### src/rtl/ub_write_ctrl.sv
// Unified Buffer write master: deskews SIZE skewed column psums into one row and issues one SIZE-wide write per row.
// Optional feature: define UB_WR_RELU_EN to clamp negative psums to zero before they reach the UB.
module ub_write_ctrl #(
    parameter int SIZE              = 8,
    parameter int PARTIAL_SUM_WIDTH = 8 + 4 + 4 + $clog2(SIZE),
    parameter int ROWS              = 8
) (
    input  logic                                clk,
    input  logic                                rst,
    input  logic                                Start,
    input  logic [5:0]                          Base_Addr,
    input  logic                                Psum_Valid,
    input  logic signed [PARTIAL_SUM_WIDTH-1:0] Psum_In_0,
    input  logic signed [PARTIAL_SUM_WIDTH-1:0] Psum_In_1,
    input  logic signed [PARTIAL_SUM_WIDTH-1:0] Psum_In_2,
    input  logic signed [PARTIAL_SUM_WIDTH-1:0] Psum_In_3,
    input  logic signed [PARTIAL_SUM_WIDTH-1:0] Psum_In_4,
    input  logic signed [PARTIAL_SUM_WIDTH-1:0] Psum_In_5,
    input  logic signed [PARTIAL_SUM_WIDTH-1:0] Psum_In_6,
    input  logic signed [PARTIAL_SUM_WIDTH-1:0] Psum_In_7,
    output logic                                Busy,
    output logic                                Done,
    output logic                                Wr_en,
    output logic [5:0]                          Wr_Addr,
    output logic signed [PARTIAL_SUM_WIDTH-1:0] Wr_Data_0,
    output logic signed [PARTIAL_SUM_WIDTH-1:0] Wr_Data_1,
    output logic signed [PARTIAL_SUM_WIDTH-1:0] Wr_Data_2,
    output logic signed [PARTIAL_SUM_WIDTH-1:0] Wr_Data_3,
    output logic signed [PARTIAL_SUM_WIDTH-1:0] Wr_Data_4,
    output logic signed [PARTIAL_SUM_WIDTH-1:0] Wr_Data_5,
    output logic signed [PARTIAL_SUM_WIDTH-1:0] Wr_Data_6,
    output logic signed [PARTIAL_SUM_WIDTH-1:0] Wr_Data_7,
    output logic [1:0]                          fsm_state
);

    localparam int PSW = PARTIAL_SUM_WIDTH;
    localparam int CW  = $clog2(ROWS + 1);

    typedef enum logic [1:0] {
        S_IDLE = 2'd0,
        S_RUN  = 2'd1,
        S_DONE = 2'd2
    } state_t;

    state_t                state;
    state_t                state_nxt;
    logic                  accept;
    logic                  issue;
    logic [SIZE-2:0]       vpipe;
    logic [CW-1:0]         acc_cnt;
    logic [CW-1:0]         wr_cnt;
    logic [5:0]            next_addr;
    logic signed [PSW-1:0] psum_in [SIZE];
    logic signed [PSW-1:0] aligned [SIZE];
    logic signed [PSW-1:0] wr_data [SIZE];

    function automatic logic signed [PSW-1:0] lane_out(input logic signed [PSW-1:0] v);
`ifdef UB_WR_RELU_EN
        return v[PSW-1] ? '0 : v;
`else
        return v;
`endif
    endfunction

    assign psum_in[0] = Psum_In_0;
    assign psum_in[1] = Psum_In_1;
    assign psum_in[2] = Psum_In_2;
    assign psum_in[3] = Psum_In_3;
    assign psum_in[4] = Psum_In_4;
    assign psum_in[5] = Psum_In_5;
    assign psum_in[6] = Psum_In_6;
    assign psum_in[7] = Psum_In_7;

    // The last stage of the valid pipe marks the cycle in which every lane of the row is aligned.
    assign issue     = vpipe[SIZE-2];
    assign Busy      = (state != S_IDLE);
    assign fsm_state = state;

    always_ff @(posedge clk) begin
        if (rst) state <= S_IDLE;
        else     state <= state_nxt;
    end

    always_comb begin
        state_nxt = state;
        accept    = 1'b0;
        case (state)
            S_IDLE: if (Start) state_nxt = S_RUN;
            S_RUN: begin
                accept = Psum_Valid && (acc_cnt < CW'(ROWS));
                if (issue && (wr_cnt == CW'(ROWS - 1))) state_nxt = S_DONE;
            end
            S_DONE:  state_nxt = S_IDLE;
            default: state_nxt = S_IDLE;
        endcase
    end

    // Column c waits SIZE-1-c cycles so it lines up with the undelayed last column.
    for (genvar c = 0; c < SIZE - 1; c++) begin : g_dly
        logic signed [PSW-1:0] line [SIZE-1-c];
        always_ff @(posedge clk) begin
            if (rst) begin
                for (int k = 0; k < SIZE - 1 - c; k++) line[k] <= '0;
            end else begin
                line[0] <= psum_in[c];
                for (int k = 1; k < SIZE - 1 - c; k++) line[k] <= line[k-1];
            end
        end
        assign aligned[c] = line[SIZE-2-c];
    end
    assign aligned[SIZE-1] = psum_in[SIZE-1];

    always_ff @(posedge clk) begin
        if (rst) begin
            vpipe     <= '0;
            acc_cnt   <= '0;
            wr_cnt    <= '0;
            next_addr <= '0;
            Done      <= 1'b0;
            Wr_en     <= 1'b0;
            Wr_Addr   <= '0;
            for (int c = 0; c < SIZE; c++) wr_data[c] <= '0;
        end else begin
            vpipe <= {vpipe[SIZE-3:0], accept};
            Done  <= (state == S_DONE);
            Wr_en <= issue;
            if (state == S_IDLE && Start) begin
                next_addr <= Base_Addr & 6'b111000;
                acc_cnt   <= '0;
                wr_cnt    <= '0;
            end else begin
                if (accept) acc_cnt <= acc_cnt + 1'b1;
                if (issue) begin
                    wr_cnt    <= wr_cnt + 1'b1;
                    next_addr <= next_addr + 6'(SIZE);
                end
            end
            if (issue) begin
                Wr_Addr <= next_addr;
                for (int c = 0; c < SIZE; c++) wr_data[c] <= lane_out(aligned[c]);
            end
        end
    end

    assign Wr_Data_0 = wr_data[0];
    assign Wr_Data_1 = wr_data[1];
    assign Wr_Data_2 = wr_data[2];
    assign Wr_Data_3 = wr_data[3];
    assign Wr_Data_4 = wr_data[4];
    assign Wr_Data_5 = wr_data[5];
    assign Wr_Data_6 = wr_data[6];
    assign Wr_Data_7 = wr_data[7];

endmodule
### config.mk
export PLATFORM = sky130hd
export DESIGN_NAME = ub_write_ctrl
export DESIGN_NICKNAME = d
export VERILOG_FILES = /design/src/rtl/ub_write_ctrl.sv
export SDC_FILE = /design/constraint.sdc
export NUM_CORES = 1
export LEC_CHECK = 0
export CELL_PAD_IN_SITES_DETAIL_PLACEMENT = 2
export CELL_PAD_IN_SITES_GLOBAL_PLACEMENT = 2
export CORE_UTILIZATION = 42
export CTS_CLUSTER_DIAMETER = 60
export CTS_CLUSTER_SIZE = 14
export DETAILED_ROUTE_END_ITERATION = 8
export DONT_BUFFER_PORTS = 1
export GPL_TIMING_DRIVEN = 0
export PLACE_DENSITY_LB_ADDON = 0.08
export SLEW_MARGIN = 20
export SYNTH_ARGS = -nofsm -noshare
export SYNTH_HDL_FRONTEND = slang
export SYNTH_SLANG_ARGS = --single-unit
### constraint.sdc
create_clock -name clk -period 4.2 [get_ports clk]
set_input_delay 0.84 -clock clk [delete_from_list [all_inputs] [get_ports clk]]
set_output_delay 0.84 -clock clk [all_outputs]
set_load 0.01 [all_outputs]
==> results.md <==
- Via count: 10100
- Post-layout util: 47.7%
- Row count: 81
- Hold Crit Class: input port to register
- Final setup violation count: 0
- Max-cap violations: 0
- Crit path launch type: input port
- Design area: 23300 µm²
- Ys async rst share: 0%
- Grt total ovfl: 0
- Dpl cell area: 21700 µm²
- Synth Register Bits: 709
- Post-route ant nets: 0
- CTS Sinks: 709
- PD cells: 535 nW/µm²
- Req. time, crit path: 4.48 ns
- Initial Utilization: 42.5%
- Detailed Route Iter0 Violations: 264
- Min Tclk post-route: 2.55 ns
- Final nets: 1767
- Sequential area share after synthesis: 75.7%
- Top cells by count, synth: nor2b_1, dfxtp_1, edfxtp_1, and2_1, clkbuf_1
- CP max FO: 46
- Worst setup margin: 1.65 ns
- Leading cell type by number of instances after synthesis: nor2b_1
- Vias in the first global route: 10800
- Leak Pwr: 8.84 nW
- First-pass GRT wire length: 63.4 mm
- Root Driver: clkbuf_16
- Final Hold Vio Count: 0
- IO Count: 325
- Yosys top cell area share: 53.7%
- Top_reg_cell synth: dfxtp_1
- Storage cell area: 15700 µm²
- Clock Latency Late Sink: 0.60 ns
- Layout cells sized above 1: 5.42%
- Routed length per placed instance: 17.8 µm
- Final WL: 41.2 mm
- Post-route clock period utilization: 60.8%
- Mapped cell area: 20700 µm²
- # hold bufs at CTS: 0
- CP Class: input port to register
- Largest cells by area after synthesis: dfxtp_1, edfxtp_1, nor2b_1, and2_1, clkbuf_1
- Rel. slew slack: 37.9%
- Die Wd: 224 µm
- Maximum vdd drop: 0.349 mV
- Gr usage total: 16.7%
- Final GP Congestion: 0.758
- Layout fillers: 4711
- Syn. warnings: 0
- Avg Cell Area, Syn: 13.5 µm²
- Post-synth EDFFs: 152
- Die Span Y: 224 µm
- PostCTS Resize Cnt: 0
- CP endpoint kind: register
- Total core area: 48800 µm²
- CTS tree: yes
- Largest net degree at the start of global routing: 47
- Status: complete, no violations
- Setup TNS Final: 0 ns
- HPWL Detailed: 29.6 mm
- Library cells used by synthesis: 32
- Detailed-route DRC error count: 0
- Clock slew at reported path FFs: 0.06 ns
- Clock Skews: 0.0203 ns
- H-tree depth: 2
- Fmax: 392 MHz
- Largest area contributor in the netlist: dfxtp_1
- Worst Max-Slew Pin Slew: 0.931 ns
- Post-CTS setup buffer count: 0
- Via density: 4.38
- Cells after synthesis: 1538
- Initial antenna violation count: 8
- Area of the multi-input gates: 4700 µm²
- DR pass1 iterations: 4
- Synth-to-Final Area Change: 12.4%
- Pre-CTS WS: 0.914 ns
- RSZ-0062 raised after global routing: no
- Final max-slew violation count: 0
- Number of CTS-inserted buffers: 57
- Die Area: 50300 µm²
- CTS Buffer Depth: 3
- Critical path data arrival time: 2.83 ns
- Port buffer count: 0
## critical path: stages
cell and delay, ns:
buf_2 0.29, clkbuf_1 0.63, or2_4 0.45, buf_12 0.28, buf_16 0.27
## routing by layer
metal  track usage, %  vias up  routed length [µm]
met5                0        -                   0
met4             6.08        0                1160
met3             3.72       76                2110
met2             29.6      233               21200
met1             19.9     4911               16700
li1                 -     4915                   -
## sequential cells by signal, indices dropped and copies added, names as in the netlist, 2 cells and up
register	count
Wr_Addr	3
wr_cnt	4
acc_cnt	4
wr_data	152
vpipe	7
fsm_state	2
next_addr	3
g_dly.line	532
## cell usage in the layout, fill, tap and decap left out, drive strengths merged, types with 2 or more instances in the layout
cell type	instances
a211oi	3
a21oi	3
and2	114
buf	18
clkbuf	162
conb	3
dfxtp	557
diode	8
edfxtp	152
ha	3
inv	4
mux2i	5
nand2	5
nor2	13
nor2b	577
nor3b	2
or2	2
xnor2	3
xor2	3
## cell families after synthesis
group / count (synthesis) / synth area share, %
and+or+nand+nor: 722 / 21.7
DFF: 709 / 75.7
buffers and inverters: 84 / 1.68
AOI/OAI and AO/OA: 8 / 0.235
xor gates and xnor gates: 6 / 0.253
muxes: 5 / 0.241
adders and majority gates: 3 / 0.181
other: 1 / 0.0181
## layout make-up
cell class | instances | area share [%]
Clock inverter | 4 | 0.134
Multi-Input combinational cell | 747 | 20.1
Tap cell | 664 | 3.56
Sequential cell | 709 | 67.4
Buffer | 83 | 1.48
Antenna cell | 8 | 0.0858
Inverter | 1 | 0.0161
Timing Repair Buffer | 3 | 0.322
Clock buffer | 94 | 6.89
## worst paths after layout
check | endpoint | slack, ns | cells past startpoint | start
worst max register to register | wr_data[0][66] | 2.20 | 4 | vpipe[6]
worst min register to register | g_dly[1].line[3][16] | 0.42 | 1 | g_dly[1].line[2][16]
worst min-delay path | g_dly[0].line[0][17] | 0.36 | 1 | Psum_In_0[17]
worst max-delay path | wr_data[0][66] | 1.65 | 5 | rst
## per-stage QoR
step | hold slack [ns] | std cells | power (mW)
after global placement | 0.419 | 2204 | 7.72
final | 0.360 | 2313 | 12.5
after CTS | 0.315 | 2305 | 12.7
after floorplan | 0.414 | 1540 | 7.62
after global routing | 0.337 | 2307 | 13.0
after detailed placement | 0.425 | 2207 | 7.75
## power breakdown
part	total, mW	internal [mW]	switching, mW
registers	7.28	7.17	0.104
clock network	4.88	2.60	2.29
logic	0.309	0.124	0.185
(Power assumes the default switching activity.)
